## config.mk

```make
export PLATFORM = sky130hd
export DESIGN_NAME = fifo_link_tx
export DESIGN_NICKNAME = d
export VERILOG_FILES = /design/src/rtl/fifo_link_tx.sv
export SDC_FILE = /design/constraint.sdc
export NUM_CORES = 1
export LEC_CHECK = 0
export BUFFER_PORTS_ARGS = -buffer_cell sky130_fd_sc_hd__buf_2
export CAP_MARGIN = 20
export CORE_UTILIZATION = 40
export CTS_BUF_LIST = sky130_fd_sc_hd__clkbuf_16
export CTS_CLUSTER_DIAMETER = 120
export DETAILED_ROUTE_END_ITERATION = 10
export PLACE_DENSITY_LB_ADDON = 0.05
export SYNTH_ARGS = -nofsm -noshare
export SYNTH_HDL_FRONTEND = slang
export SYNTH_SLANG_ARGS = --single-unit
```

## constraint.sdc

```tcl
create_clock -name clk -period 2.58 [get_ports clk]
set_input_delay 0.129 -clock clk [delete_from_list [all_inputs] [get_ports clk]]
set_output_delay 0.129 -clock clk [all_outputs]
set_load 0.005 [all_outputs]
```

## src/rtl/fifo_link_tx.sv

```systemverilog
// Transmit drain engine: pops flits from the output FIFO and forwards them onto
// the link under credit-based flow control, never exceeding downstream capacity.
module fifo_link_tx #(
  parameter int unsigned DATA_WIDTH = 16,
  parameter int unsigned CREDITS    = 4,
  localparam int unsigned CNT_W     = $clog2(CREDITS + 1)
) (
  input  logic                  clk,
  input  logic                  rst,
  input  logic                  tx_en,
  input  logic                  fifo_empty,
  output logic                  fifo_rd_en,
  input  logic [DATA_WIDTH-1:0] fifo_rd_data,
  output logic                  link_valid,
  output logic [DATA_WIDTH-1:0] link_data,
  input  logic                  link_credit,
  output logic [CNT_W-1:0]      credit_count,
  output logic [15:0]           sent_count,
  output logic                  err_credit_ovf
);

  localparam logic [CNT_W-1:0] CRED_MAX = CNT_W'(CREDITS);

  logic                  pop_c;
  logic                  rd_pend_q, rd_pend_d;
  logic                  link_valid_q, link_valid_d;
  logic [DATA_WIDTH-1:0] link_data_q, link_data_d;
  logic [CNT_W-1:0]      credit_q, credit_d;
  logic [15:0]           sent_q, sent_d;
  logic                  ovf_q, ovf_d;

  // Pop only when a downstream slot is guaranteed; gated by rst so nothing
  // leaves the FIFO while the link side is held in reset.
  always_comb begin
    pop_c = rst & tx_en & ~fifo_empty & (credit_q != '0);
  end

  always_comb begin
    rd_pend_d    = pop_c;
    link_valid_d = rd_pend_q;
    link_data_d  = link_data_q;
    credit_d     = credit_q;
    sent_d       = sent_q;
    ovf_d        = ovf_q;

    if (rd_pend_q) begin
      link_data_d = fifo_rd_data;
    end

    if (link_valid_q) begin
      sent_d = sent_q + 16'd1;
    end

    // A pop and a returned credit in the same cycle cancel out.
    unique case ({pop_c, link_credit})
      2'b10: credit_d = credit_q - CNT_W'(1);
      2'b01: begin
        if (credit_q == CRED_MAX) begin
          ovf_d = 1'b1;
        end else begin
          credit_d = credit_q + CNT_W'(1);
        end
      end
      default: credit_d = credit_q;
    endcase
  end

  always_ff @(posedge clk or negedge rst) begin
    if (!rst) begin
      rd_pend_q    <= 1'b0;
      link_valid_q <= 1'b0;
      link_data_q  <= '0;
      credit_q     <= CRED_MAX;
      sent_q       <= '0;
      ovf_q        <= 1'b0;
    end else begin
      rd_pend_q    <= rd_pend_d;
      link_valid_q <= link_valid_d;
      link_data_q  <= link_data_d;
      credit_q     <= credit_d;
      sent_q       <= sent_d;
      ovf_q        <= ovf_d;
    end
  end

  assign fifo_rd_en     = pop_c;
  assign link_valid     = link_valid_q;
  assign link_data      = link_data_q;
  assign credit_count   = credit_q;
  assign sent_count     = sent_q;
  assign err_credit_ovf = ovf_q;

endmodule
```

==> impl_metrics.csv <==
group,metric,value,unit
worst_setup_path,worst_ep_required_time,2.77,ns
power,ir_worst_vdd,0.498,mV
sta,fin_skew,0.00307,ns
place,dp_slack,0.410,ns
sta,timing.final.crit_share,0.847,
worst_setup_path,criticalPathCategory,"flip-flop to flip-flop",
layout,regArea,952,um2
synth,yosysWarnings,0,
sta,final-setup-viol-count,0,
synth,synth_seq_cells,38,
die,die_area,4380,um2
power,cellInternalPower,1.39,mW
cts,cts_buffer_depth,2,
worst_setup_path,worstSetupStartpointType,"flip-flop",
cts,tritoncts,"built",
global_routing,antenna_found_initial,0,
synth,ys.flop_type,"dfrtp_1",
layout,layout_commonest_cell,"buf_2",
die,coreArea,3800,um2
layout,diodes,0,
detailed_routing,antenna_left,0,
power,p_sw_frac,0.282,
cts,cts_buffers,5,
layout,fillerInstances,336,
power,clockPowerShare,0.288,
layout,multi_input_area,647,um2
synth,synth_edf_count,0,
layout,mostFrequentLayoutCells,"58 x buf_2, 37 x dfrtp_1, 11 x nand2_1, 11 x mux2_2, 11 x xor2_1",
layout,syn_to_final_growth,29.0,%
cts,cts-root-buf,"clkbuf_16",
cts,path_clk_slew,0.05,ns
global_routing,grt_pass1_vias,1185,
cts,post_cts_resized,0,
run_status,status,"finished clean",
cts,cts.htree.levels,2,
sta,slew_headroom,0.533,
sta,finalHoldViolations,0,
sta,setup_slack,0.393,ns
detailed_routing,viasPerCell,4.86,
synth,async_reset_ff_frac,1.00,
detailed_routing,drtIter0Drc,41,
synth,syn_area,1650,um2
sta,rsz0062_at_grt,"false",
detailed_routing,first_pass_iters,4,
power,powerDensity,912,nW/um2
power,power,1.94,mW
sta,worst_pin_slew,0.701,ns
cts,clock-sinks,38,
place,portBuffers,58,
synth,yosysUniqueCellTypes,36,
layout,fin_nets,212,
layout,utilization,0.559,
sta,finalMaxSlewViolations,0,
synth,syn_nets,149,
sta,max_freq,457,MHz
job,max_cap_violations,0,
power,comb_power_share,0.249,
worst_setup_path,end_kind,"flip-flop",
cts,clk_latency,0.27,ns
die,num_rows,22,
cts,holdBufCountCts,1,
detailed_routing,vias,1157,
detailed_routing,wl,3040,um
detailed_routing,drc_errors,0,
die,die_h,66.2,um
place,dp_hpwl,2200,um
hold_path,hp-class,"primary input to flip-flop",
global_routing,grt.overflow.total,0,
synth,ys_seq_area_frac,0.578,
die,io_pins,59,
place,place_congestion,0.758,
power,p_leak,1.11,nW
synth,avgSynthCellArea,13.1,um2
global_routing,grt_start_max_net_pins,39,
synth,synthCells,126,
global_routing,grt_usage,0.164,
sta,fin_tns_setup,0,ns
sta,period_minus_slack,2.19,ns
worst_setup_path,cp.arrival,2.38,ns
layout,drive_above_1_share,0.437,
global_routing,grt_pass1_wl,5330,um
power,switchingPower,0.546,mW
die,die-width,66.2,um
cts,postCtsSetupRepairBufs,0,
worst_setup_path,cp_max_fo,8,
die,start_util,0.433,
power,pwr-share-seq,0.463,
detailed_routing,wl_per_cell,12.8,um
per-layer routing:
layer  share of wire  track usage  up-vias
li1                -            -      561
met1            0.46        0.204      547
met2            0.46        0.259       44
met3           0.070       0.0586        5
met4           0.015       0.0638        0
met5               0            0        -
power by group through the flow:
stage	sequential, mW	combinational [mW]	clock (mW)
floorplan	0.893	0.280	0
global placement	0.898	0.471	0
detailed placement	0.908	0.487	0
CTS	0.900	0.490	0.580
global route	0.931	0.545	0.600
finish	0.897	0.482	0.557
registers in the layout (all words and copies together), names as in the netlist:
| register | count |
|---|---|
| link_data | 16 |
| sent_count | 16 |
| credit_count | 3 |
| err_credit_ovf | 1 |
| link_valid | 1 |
| link_valid_d | 1 |
synthesized netlist by cell type, types with 2 or more instances:
library cell / n / share of area
mux2_2: 11 / 0.075
nor2_1: 6 / 0.014
nand2_1: 11 / 0.025
mux2i_1: 2 / 0.012
xnor2_1: 5 / 0.027
a21oi_1: 2 / 0.0061
mux2_1: 6 / 0.041
dfrtp_1: 37 / 0.56
nand3_1: 2 / 0.0061
nor3_1: 4 / 0.012
o21ai_1: 2 / 0.0061
and3_1: 2 / 0.0076
nand4_1: 3 / 0.011
xor2_1: 11 / 0.059
metrics by stage:
| step | hold WS (ns) | cells | cell area [um2] |
|---|---|---|---|
| final | 0.0742 | 238 | 2120 |
| after global routing | 0.0782 | 238 | 2120 |
| after CTS | 0.0706 | 238 | 2120 |
| after detailed placement | 0.254 | 229 | 1980 |
| after global placement | 0.241 | 229 | 1980 |
| after floorplan | -0.167 | 126 | 1650 |
cell type report:
type / count / share of cell area
well taps: 48 / 0.0283
inverters: 2 / 0.00942
clock inverters: 3 / 0.00589
flip-flops and latches: 38 / 0.448
repair buffers: 60 / 0.145
clock buffers: 5 / 0.0589
multi-input cells: 82 / 0.304
critical path, stage by stage (launching register included):
cell and delay, ns:
dfrtp_1 0.47, nor3_1 0.20, or3_1 0.38, nand2_1 0.12
fa_1 0.43, o211ai_1 0.11, mux2i_1 0.11, a221oi_2 0.28
kinds of logic after synthesis:
family / synth area share
buf+inv: 0.0289
mux: 0.128
simple gates: 0.109
flops: 0.578
xor+xnor: 0.0851
fa+ha+maj: 0.0198
compound gates: 0.0509
path summary, 6_finish.rpt:
check | end | start | slack [ns] | depth (start not counted)
setup reg to reg | credit_count[2] | credit_count[1] | 0.39 | 7
max in group asynchronous | credit_count[2] | rst | 1.75 | 3
hold reg to reg | sent_count[15] | sent_count[15] | 0.46 | 1
setup / recovery | credit_count[2] | credit_count[1] | 0.39 | 7
hold / removal | link_data[0] | fifo_rd_data[0] | 0.07 | 2
min in group asynchronous | link_data[2] | rst | 0.48 | 3
Power figures use the tool's default switching activity.
